--- src/rtl/fcu_seq.sv ---
// Flow-control sequencer: JAL/RET with a circular return-address stack,
// BRK exception pulse, interruptible WAIT countdown and NOP/default result.
module fcu_seq #(
  parameter int              WID     = 52,
  parameter int              AMSB    = 51,
  parameter int              RSDEPTH = 8,
  parameter logic [WID-1:0]  DEFVAL  = {13{4'hC}}
) (
  input  logic              clk_i,
  input  logic              rst_ni,
  input  logic              start_i,
  input  logic [2:0]        fn_i,
  input  logic [WID-1:0]    a_i,
  input  logic [AMSB:0]     nextpc_i,
  input  logic [WID-1:0]    waitcnt_i,
  input  logic [3:0]        im_i,
  input  logic [3:0]        irq_lvl_i,
  output logic              busy_o,
  output logic              done_o,
  output logic [WID-1:0]    bus_o,
  output logic              exc_o,
  output logic              mispredict_o,
  output logic [AMSB:0]     rs_top_o,
  output logic              rs_empty_o,
  output logic              rs_full_o
);

  localparam int PW = $clog2(RSDEPTH);

  localparam logic [1:0] S_IDLE = 2'd0;
  localparam logic [1:0] S_EXEC = 2'd1;
  localparam logic [1:0] S_WAIT = 2'd2;

  localparam logic [2:0] FN_JAL  = 3'd1;
  localparam logic [2:0] FN_RET  = 3'd2;
  localparam logic [2:0] FN_BRK  = 3'd3;
  localparam logic [2:0] FN_WAIT = 3'd4;

  localparam logic [PW:0] D_FULL = (PW+1)'(RSDEPTH);
  localparam logic [PW:0] D_ONE  = (PW+1)'(1);

  logic [1:0]      state;
  logic [2:0]      fn_q;
  logic [WID-1:0]  a_q;
  logic [AMSB:0]   pc_q;
  logic [WID-1:0]  cnt;

  // Return stack: ptr is the next slot to write, depth saturates at RSDEPTH
  // so a push while full silently overwrites the oldest entry.
  logic [AMSB:0]   mem [RSDEPTH];
  logic [PW-1:0]   ptr;
  logic [PW:0]     depth;

  logic [PW-1:0]   ptr_m1;
  logic [PW-1:0]   ptr_m2;
  logic [AMSB:0]   pop_top;
  logic            abort;

  assign busy_o  = (state != S_IDLE);
  assign ptr_m1  = ptr - PW'(1);
  assign ptr_m2  = ptr - PW'(2);
  // Entry that becomes the top after a pop (zero when the pop empties the stack)
  assign pop_top = (depth > D_ONE) ? mem[ptr_m2] : '0;
  assign abort   = (irq_lvl_i > im_i);

  // Operand capture and stack storage; data only, no reset needed
  always_ff @(posedge clk_i) begin
    if (state == S_IDLE && start_i) begin
      a_q  <= a_i;
      pc_q <= nextpc_i;
    end
    if (state == S_EXEC && fn_q == FN_JAL) begin
      mem[ptr] <= pc_q;
    end
  end

  // Sequencer FSM, result/status registers and stack pointers
  always_ff @(posedge clk_i or negedge rst_ni) begin
    if (!rst_ni) begin
      state        <= S_IDLE;
      fn_q         <= '0;
      cnt          <= '0;
      bus_o        <= '0;
      done_o       <= 1'b0;
      exc_o        <= 1'b0;
      mispredict_o <= 1'b0;
      ptr          <= '0;
      depth        <= '0;
      rs_top_o     <= '0;
      rs_empty_o   <= 1'b1;
      rs_full_o    <= 1'b0;
    end else begin
      done_o       <= 1'b0;
      exc_o        <= 1'b0;
      mispredict_o <= 1'b0;
      case (state)
        S_IDLE: begin
          if (start_i) begin
            fn_q <= fn_i;
            if (fn_i == FN_WAIT && waitcnt_i != '0) begin
              cnt   <= waitcnt_i;
              state <= S_WAIT;
            end else begin
              state <= S_EXEC;
            end
          end
        end
        S_EXEC: begin
          done_o <= 1'b1;
          state  <= S_IDLE;
          case (fn_q)
            FN_JAL: begin
              bus_o      <= WID'(pc_q);
              ptr        <= ptr + PW'(1);
              if (depth != D_FULL) depth <= depth + D_ONE;
              rs_top_o   <= pc_q;
              rs_empty_o <= 1'b0;
              rs_full_o  <= (depth >= D_FULL - D_ONE);
            end
            FN_RET: begin
              bus_o        <= a_q;
              mispredict_o <= rs_empty_o || (rs_top_o != a_q[AMSB:0]);
              if (!rs_empty_o) begin
                ptr        <= ptr_m1;
                depth      <= depth - D_ONE;
                rs_top_o   <= pop_top;
                rs_empty_o <= (depth == D_ONE);
                rs_full_o  <= 1'b0;
              end
            end
            FN_BRK:  exc_o <= 1'b1;
            FN_WAIT: bus_o <= '0;
            default: bus_o <= DEFVAL;
          endcase
        end
        S_WAIT: begin
          // An interrupt above the mask wins over natural expiry and
          // reports the count still outstanding.
          if (abort || cnt == '0) begin
            done_o <= 1'b1;
            bus_o  <= cnt;
            cnt    <= '0;
            state  <= S_IDLE;
          end else begin
            cnt <= cnt - WID'(1);
          end
        end
        default: state <= S_IDLE;
      endcase
    end
  end

endmodule

--- config.mk ---
export PLATFORM = sky130hd
export DESIGN_NAME = fcu_seq
export DESIGN_NICKNAME = d
export VERILOG_FILES = /design/src/rtl/fcu_seq.sv
export SDC_FILE = /design/constraint.sdc
export NUM_CORES = 1
export LEC_CHECK = 0
export BUFFER_PORTS_ARGS = -buffer_cell sky130_fd_sc_hd__buf_4
export CORE_UTILIZATION = 35
export DETAILED_ROUTE_END_ITERATION = 8
export PLACE_DENSITY = 0.53
export SYNTH_ARGS = -nofsm -noshare
export SYNTH_HDL_FRONTEND = slang
export SYNTH_SLANG_ARGS = --single-unit
--- constraint.sdc ---
create_clock -name clk_i -period 4.1 [get_ports clk_i]
set_input_delay 0.82 -clock clk_i [delete_from_list [all_inputs] [get_ports clk_i]]
set_output_delay 0.82 -clock clk_i [all_outputs]
set_load 0.005 [all_outputs]
==> results of run 1 <==
-- worst min path at each step --
stage	from	to	slack [ps]	cells after the start
final	rst_ni	bus_o[40]	310	1
after global routing	a_i[5]	a_q[5]	330	1
after CTS	nextpc_i[23]	pc_q[23]	320	1
after detailed placement	bus_o[29]	bus_o[29]	480	1
after global placement	bus_o[29]	bus_o[29]	470	1
after floorplan	cnt[43]	cnt[43]	470	1
-- report_power, final --
part | leakage, uW | total [uW] | switching (uW) | internal (uW)
sequential | 0.00689 | 10100 | 1440 | 8610
combinational | 0.00463 | 6810 | 3670 | 3140
clock | 0.00119 | 6770 | 2910 | 3860
total | 0.0127 | 23600 | 8010 | 15600
-- cell type report --
cell class | count | area share
clock buffers | 99 | 0.0578
clock inverters | 43 | 0.0118
inverters | 63 | 0.00681
multi-input cells | 1011 | 0.241
flip-flops and latches | 693 | 0.569
well taps | 1070 | 0.0382
repair buffers | 323 | 0.0757
-- worst max-delay path, cell delays in order, from the launching register on --
cell and delay, ps:
dfrtp_1 470, or4_1 670, nand4b_4 300, nor4_4 440, a21o_1 630, buf_4 350
o21ai_0 120, a22o_1 270
-- through the flow --
stage / power [uW] / hold slack (ps) / area (um^2) / std cells / worst slack, ps
2_1_floorplan: 13700 / 466 / 29100 / 1881 / 632
3_3_place_gp: 16900 / 474 / 32600 / 3160 / 718
3_5_place_dp: 17000 / 476 / 32600 / 3160 / 684
4_1_cts: 23800 / 321 / 35100 / 3302 / 760
5_1_grt: 24700 / 325 / 35100 / 3302 / 616
6_report: 23600 / 305 / 35100 / 3302 / 717
-- cells by family after synthesis --
group                      share of synthesized area
DFF                                            0.686
muxes                                          0.119
and+or+nand+nor                               0.0558
AOI/OAI and AO/OA                             0.0892
buffers and inverters                         0.0257
xor gates and xnor gates                      0.0163
adders and majority gates                    0.00801
-- metal layers --
metal / track usage / share of wire / up-vias
li1: - / - / 7949
met1: 0.309 / 0.43 / 9655
met2: 0.339 / 0.47 / 817
met3: 0.0442 / 0.079 / 113
met4: 0.0634 / 0.028 / 0
met5: 0 / 0 / -
-- state kept, by name, indices dropped and copies added (netlist names) --
register	flops
depth	4
ptr	3
mem	416
rs_empty_o	1
exc_o	1
state	2
cnt	52
mispredict_o	1
pc_q	52
a_q	52
rs_full_o	1
fn_q	3
rs_top_o	52
bus_o	52
done_o	1
-- layout by cell type, fill, tap and decap left out, types with 8 or more instances in the layout --
cell type / Yosys / routed
a221oi_1: 17 / 17
inv_1: 62 / 60
or4_1: 11 / 11
edfxtp_1: 520 / 520
dfrtp_1: 172 / 170
ha_1: 17 / 16
a21oi_1: 85 / 85
and2_2: 0 / 8
xnor2_1: 47 / 47
a22oi_1: 37 / 37
nor4_1: 39 / 39
mux4_2: 104 / 104
nor3_1: 24 / 23
nand2_1: 97 / 96
clkinv_2: 0 / 14
o21ai_0: 129 / 129
o22ai_1: 17 / 17
clkbuf_1: 85 / 20
buf_12: 1 / 18
nand4_1: 19 / 19
a32o_1: 11 / 11
mux2i_1: 63 / 63
a221o_1: 11 / 11
clkinv_1: 1 / 10
clkbuf_16: 0 / 77
nor2_1: 100 / 100
a22o_1: 55 / 55
o2bb2ai_1: 11 / 11
mux2_1: 39 / 39
buf_4: 0 / 304
nand3_1: 11 / 11
==> impl_metrics.toml, run 1 <==
[cells_and_area]
ff_latch_area_um2 = 20000
fillers = 7372
post-route-util = 0.427
diodes = 0
multi_input_area_um2 = 8450
layout-drive-gt1-share = 0.255
layout.nets = 2356
syn2layout_area_growth_pct = 20.7

[timing]
max_freq_mhz = 296
fin_skew_ps = 25.6
slew_headroom = 0.141
fin_crit_sh = 0.825
worst_pin_slew_ps = 1280
final-max-slew-violation-count = 0
setup_viol = 0
period_minus_slack_ps = 3380
final.setup.tns_ps = 0
hold_viol_final = 0
rsz0062_at_grt = "false"

[drt]
first_iter_violations = 2000
ant_nets = 0
first_pass_iters = 5
wl_per_cell_um = 28.0
wirelength_mm = 92.3
via_count = 18500
via_per_inst = 5.61
drc_errors = 0

[floorplanning]
dieArea_um2 = 84200
pin_count = 280
die_x_um = 290
rows = 105
coreArea_um2 = 82100
floorplan.initialDensity = 0.354
die_h_um = 290

[synth]
synth_warnings = 0
synth_commonest_cells = "520 x edfxtp_1, 172 x dfrtp_1, 129 x o21ai_0, 104 x mux4_2, 100 x nor2_1"
synth_area_leaders = "edfxtp_1 54%, dfrtp_1 15%, mux4_2 8.1%, o21ai_0 2.2%, mux2i_1 2.2%"
synth_seq_cells = 693
synth_seq_area_share = 0.686
syn_area_um2 = 29100
synthFlopType = "edfxtp_1"
synth_edf_count = 520
ys_async_sr_fraction = 0.250
avgSynthCellArea_um2 = 15.5
synth_most_common_cell = "edfxtp_1"
syn-num-nets = 2069
synth_cells = 1881
synth_top_area_frac = 0.537
synth_top_cell_by_area = "edfxtp_1"
ys_types = 67

[clock_network]
cts.repair.resized = 0
cts_root_buffer = "clkbuf_16"
path_clk_slew_ps = 60
clk_path_buf_depth = 3
post-cts-setup-buffer-count = 0
htree_levels = 3
holdBufCountCts = 0
cts_inserted_buffers = 76
clk_latency_ps = 630
cts_tree = "yes"
cts.sinks = 693

[outcome]
status = "complete, no violations"

[placement]
gp_congestion = 0.872
io_buffers = 279
hpwl_mm = 60.1

[worst_setup_path]
r2r_setup_slack_ps = 720
crit_start = "cnt[36]"
rr_worst_depth = 7
r2r_start = "cnt[36]"
cp-end-kind = "flop"
worstPathArrival_ps = 3890
endpoint = "cnt[24]"
cp.required_ps = 4610
start_kind = "flop"
critPathMaxFanout = 22
criticalPathCategory = "reg2reg"
r2r-end = "cnt[24]"

[grt]
overflow = 0
track_usage = 0.218
grt_pass1_wl_mm = 133
grt_max_degree = 91
grt_pass1_vias = 18500
antenna_found_initial = 1

[power_and_ir_drop]
p_leak_uw = 0.0127
irDropWorstVdd_v = 0.000410
power.density_nw_per_um2 = 673

[flow_run]
drv_cap = 0

[min_path]
min_path_type = "in2async"
(Power assumes the default switching activity.)
==> run 2: changes to the inputs <==
ABC_AREA = 1   (was default)
PLACE_DENSITY = 0.55   (was 0.53)
clock period = 2.76 ns   (was 4.1 ns; I/O delays follow)
==> run 2 against run 1 <==
  * Wire length is 10% higher
  * Worst setup slack worse by 370 ps
  * Register-to-register slack lost 370 ps
  * Fmax grew 40%
  * Cell area up 4.5%
  * Die area up 4.4%
  * Core utilization increased by 0.13 points
  * Hold slack worse by 210 ps
  * Power grew 69%
  * Critical endpoint is now bus_o[43]
  * Via count is 24% higher
==> impl_metrics.toml, run 2 <==
[clock_network]
cts.sinks = 693
path_clk_slew_ps = 60
clk_latency_ps = 630
cts_tree = "yes"
htree_levels = 3
clk_path_buf_depth = 3
cts.repair.resized = 0
cts_inserted_buffers = 75
cts_root_buffer = "clkbuf_16"

[timing]
worst_pin_slew_ps = 1100
period_minus_slack_ps = 2420
max_freq_mhz = 414
final.setup.tns_ps = 0
hold_viol_final = 0
setup_viol = 0
fin_skew_ps = 19.1
final-max-slew-violation-count = 0
fin_crit_sh = 0.876
slew_headroom = 0.258
rsz0062_at_grt = "false"

[cells_and_area]
diodes = 0
largest_reg_flops = 416
syn2layout_area_growth_pct = 20.8
layout-drive-gt1-share = 0.168
final_area_um2 = 36700
mostFrequentLayoutCells = "524 x nand2_1, 520 x edfxtp_1, 387 x nor2_1"
largest_register = "mem"
layout.nets = 3314
fillers = 8119
final_common_cell = "nand2_1"

[synth]
synth_edf_count = 520
ys_types = 44
synth_area_leaders = "edfxtp_1 51%, dfrtp_1 14%, nand2_1 6.5%, nor2_1 4.9%, o21ai_0 4.7%"
synth_seq_area_share = 0.657
synth_xor_area_frac = 0.0115
avgSynthCellArea_um2 = 10.7
synthMuxAreaShare = 0
synth_warnings = 0
synth_most_common_cell = "nand2_1"
syn_area_um2 = 30300
synth_top_family_by_area = "simple AND/OR/NAND/NOR gates"
synth_cells = 2841
syn-num-nets = 3029
synth_seq_cells = 693
synth_commonest_cells = "526 x nand2_1, 520 x edfxtp_1, 395 x nor2_1, 282 x o21ai_0, 190 x inv_1"
synthFlopType = "edfxtp_1"
synth_top_cell_by_area = "edfxtp_1"
synthAdderAreaFrac = 0.00767
synth_compound_area_frac = 0.133
synthSimpleGateAreaFrac = 0.143
ys_async_sr_fraction = 0.250
synth_top_area_frac = 0.515

[worst_setup_path]
critPathMaxFanout = 14
criticalPathCategory = "reg2reg"
rr_worst_depth = 6
start_kind = "flop"
r2r_setup_slack_ps = 340
critPathMaxStageDelay_ps = 700
cp-end-kind = "flop"
r2r-end = "bus_o[43]"
cpMaxStageDelayCell = "o21ai_0"
cp.required_ps = 3310
r2r_start = "fn_q[1]"
worstPathArrival_ps = 2970
cp_cell_sequence = "inv_2, nand3_2, buf_4, o21ai_0, o22ai_1, o21ai_2"
crit_start = "fn_q[1]"

[grt]
gr-usage-met1 = 0.338
track_usage = 0.231
use_met2 = 0.348
antenna_found_initial = 1
met3_usage = 0.0457
grt_max_degree = 109
grt_pass1_vias = 21600
overflow = 0
top_usage_layer = "met2"
grt_pass1_wl_mm = 148

[min_path]
hold_end = "a_q[3]"
worstHoldStart = "a_i[3]"
min_path_cells = 1
min_path_type = "in2reg"

[drt]
first_pass_iters = 6
via_count = 22900
first_iter_violations = 2551
drc_errors = 0
wirelength_mm = 102
via_per_inst = 5.30
wl_per_cell_um = 23.5
ant_nets = 0

[placement]
placed_area_um2 = 34300
io_buffers = 279
hpwl_mm = 67.6
gp_congestion = 0.948

[floorplanning]
dieArea_um2 = 87900
coreArea_um2 = 85500
rows = 107
pin_count = 280
die_x_um = 296
floorplan.initialDensity = 0.355
die_h_um = 296

[power_and_ir_drop]
p_leak_uw = 0.0141
power.density_nw_per_um2 = 1090
irDropWorstVdd_v = 0.000816

[flow_run]
drv_cap = 0

[outcome]
status = "complete, no violations"
run 2: worst max-delay path: cells and delay by family (launching register included):
family | cells | cell delay (ps)
AOI/OAI and AO/OA | 3 | 1170
buffers and inverters | 2 | 440
DFF | 1 | 430
and+or+nand+nor | 1 | 300
run 2: kinds of logic (layout without fill, tap and decap cells):
| logic type | after synthesis | after routing |
|---|---|---|
| AOI/OAI and AO/OA | 661 | 661 |
| xor gates and xnor gates | 40 | 40 |
| buffers and inverters | 351 | 696 |
| and+or+nand+nor | 1078 | 1078 |
| adders and majority gates | 18 | 18 |
| DFF | 693 | 693 |
run 2: cell type report:
| class | count | area, um^2 | share of cell area |
|---|---|---|---|
| well taps | 1144 | 1430 | 0.0390 |
| clock buffers | 107 | 2120 | 0.0579 |
| inverters | 197 | 749 | 0.0204 |
| multi-input cells | 1797 | 9070 | 0.248 |
| repair buffers | 362 | 3080 | 0.0839 |
| clock inverters | 30 | 262 | 0.00713 |
| flip-flops and latches | 693 | 20000 | 0.544 |
run 2: how the worst max path moves through the flow:
| stage | endpoint |
|---|---|
| after global placement | bus_o[1] |
| final | bus_o[43] |
| after detailed placement | state[1] |
| after CTS | mem[0][41] |
| after floorplan | cnt[12] |
| after global routing | bus_o[1] |
run 2: power by group:
part | switching, uW | leakage [uW] | internal, uW | total, uW
clock | 4240 | 0.00116 | 5670 | 9900
combinational | 9280 | 0.00614 | 5020 | 14300
sequential | 2360 | 0.00680 | 13400 | 15700
total | 15900 | 0.0141 | 24100 | 39900
run 2: per-stage QoR:
step	setup WS [ps]	instances	hold slack [ps]	util	total power, uW
floorplan	-372	2841	256	-	23300
global placement	286	4192	473	0.401	30000
detailed placement	280	4192	469	0.401	30100
CTS	367	4330	65.8	0.429	40100
global route	200	4330	70.7	0.429	42000
finish	342	4330	93.5	0.429	39900
run 2: layer usage:
metal	vias to the layer above	part of all wire	routed length, um
met5	-	0.00013	13
li1	10500	-	-
met3	137	0.085	8660
met1	11300	0.44	45000
met4	2	0.025	2540
met2	954	0.45	45800
run 2: repair_timing:
item                                   4_1_cts  5_1_grt
endpoints found under the hold margin       33        0
buffers inserted                             0        0
hold buffers                                 1        0
==> run 3: changes to the inputs <==
ABC_AREA = 0   (was 1)
CTS_CLUSTER_SIZE = 40   (was default)
==> run 3 against run 2 <==
  * Sequential power down 6%
  * Sequential cell count is the same
  * Sequential share of layout area up 0.99 points
  * Combinational power shrank 20%
  * Critical path depth is 2 higher
  * Clock-buffer cell count shrank 10
  * First-iteration DRC count fell by 21%
  * Cell area is 1.8% lower
  * Non-clock buffer count rose by 33
  * Via count fell by 17%
  * Die area is 4.2% lower
  * Hold slack improved by 8.8 ps
  * Critical endpoint is now bus_o[1]
==> impl_metrics.toml, run 3 (same netlist as run 1, synthesis figures left out) <==
[outcome]
status = "complete, no violations"

[drt]
via_per_inst = 5.63
wirelength_mm = 93.4
ant_nets = 0
via_count = 18900
first_pass_iters = 6
wl_per_cell_um = 27.7
drc_errors = 0
first_iter_violations = 2015

[timing]
setup_viol = 0
fin_skew_ps = 29.1
fin_crit_sh = 0.998
final-max-slew-violation-count = 0
hold_slack_ps = 102
period_minus_slack_ps = 2760
worst_pin_slew_ps = 817
hold_viol_final = 0
slew_headroom = 0.456
rsz0062_at_grt = "true"
max_freq_mhz = 363
setup_ws_ps = 4.94

[floorplanning]
coreArea_um2 = 82100
die_h_um = 290
floorplan.initialDensity = 0.354
pin_count = 280
dieArea_um2 = 84200
die_x_um = 290
rows = 105

[clock_network]
clk_latency_ps = 630
cts.sinks = 693
cts_tree = "yes"
path_clk_slew_ps = 60
cts_inserted_buffers = 73
cts_root_buffer = "clkbuf_16"
htree_levels = 3
clk_path_buf_depth = 3

[cells_and_area]
mostFrequentLayoutCells = "520 x edfxtp_1, 355 x buf_4, 170 x dfrtp_1"
final_area_um2 = 36000
layout-drive-gt1-share = 0.290
diodes = 0
multi_input_area_um2 = 8600
largest_register = "mem"
fillers = 7317
layout.nets = 2425
final_common_cell = "edfxtp_1"
ff_latch_area_um2 = 20000
largest_reg_flops = 416
syn2layout_area_growth_pct = 23.9

[worst_setup_path]
crit_buf_inv = 3
cpMaxStageDelayCell = "or4_1"
critPathMaxFanout = 7
cp.required_ps = 3270
crit_family = "simple AND/OR/NAND/NOR gates"
cp-end-kind = "flop"
start_kind = "flop"
criticalPathCategory = "reg2reg"
cp_cell_sequence = "or4_1, nor4_4, buf_4, a21oi_4, nor3b_4, buf_12, clkbuf_16, mux2_2"
worstPathArrival_ps = 3260
critPathMaxStageDelay_ps = 650

[power_and_ir_drop]
p_leak_uw = 0.0132
clockPowerShare = 0.272
swShare = 0.335
power.share.combinational = 0.317
p_sw_uw = 12100
power.density_nw_per_um2 = 999
pwr-share-seq = 0.411
irDropWorstVdd_v = 0.000531
internal_power_uw = 23900

[placement]
hpwl_mm = 62.0
io_buffers = 279
pre_cts_ws_ps = -42.9
placed_area_um2 = 33200
gp_congestion = 0.853

[flow_run]
drv_cap = 0

[grt]
grt_pass1_vias = 18900
overflow = 0
use_met2 = 0.337
track_usage = 0.218
antenna_found_initial = 0
grt_max_degree = 87
grt_pass1_wl_mm = 134
top_usage_layer = "met2"
met3_usage = 0.0413
gr-usage-met1 = 0.311

[min_path]
min_path_type = "in2reg"
==> run 3: path summary, 6_finish.rpt <==
path | cells after the start | from | to | slack, ps
setup / recovery | 8 | cnt[9] | bus_o[1] | 5
hold / removal | 1 | nextpc_i[7] | pc_q[7] | 100
setup reg to reg | 8 | cnt[9] | bus_o[1] | 5
hold reg to reg | 1 | bus_o[7] | bus_o[7] | 500
max in group asynchronous | 3 | rst_ni | rs_top_o[1] | 1360
min in group asynchronous | 2 | rst_ni | done_o | 540
==> run 3: per-stage QoR <==
step | util | setup TNS [ps] | cells | total power [uW]
after global placement | 0.405 | -627 | 3219 | 25700
after floorplan | - | 0 | 1881 | 20300
final | 0.439 | 0 | 3366 | 36000
after CTS | 0.436 | -116 | 3359 | 35900
after detailed placement | 0.405 | -819 | 3219 | 25900
after global routing | 0.439 | -162 | 3366 | 37500
==> run 3: power by group through the flow <==
stage                     combinational, uW  sequential, uW  clock [uW]
after floorplan                        6300           14000           0
after global placement                10900           14900           0
after detailed placement              11000           14900           0
after CTS                             11200           14700       10000
after global routing                  12200           14900       10400
final                                 11400           14800        9800
==> run 3: timing repair <==
item | in CTS | in global routing
gates resized for setup | 10 | 26
buffers inserted | 4 | 2
endpoints found under the hold margin | 6 | 0
pin swaps | 3 | 7
hold buffers | 1 | 0
cloned | 2 | 5
setup endpoints to repair | 52 | 73
==> run 3: final cells by class <==
| class | count | area share |
|---|---|---|
| Tap cell | 1070 | 0.0372 |
| Multi-Input combinational cell | 1011 | 0.239 |
| Inverter | 63 | 0.00667 |
| Clock buffer | 97 | 0.0569 |
| Clock inverter | 37 | 0.00945 |
| Sequential cell | 693 | 0.554 |
| Timing Repair Buffer | 395 | 0.0970 |
==> run 3: layer usage <==
layer / vias to the layer above / part of all wire / wire length, um
met5: - / 0 / 0
met4: 0 / 0.030 / 2800
met3: 133 / 0.083 / 7770
met2: 890 / 0.46 / 43000
met1: 9848 / 0.43 / 39800
li1: 8076 / - / -
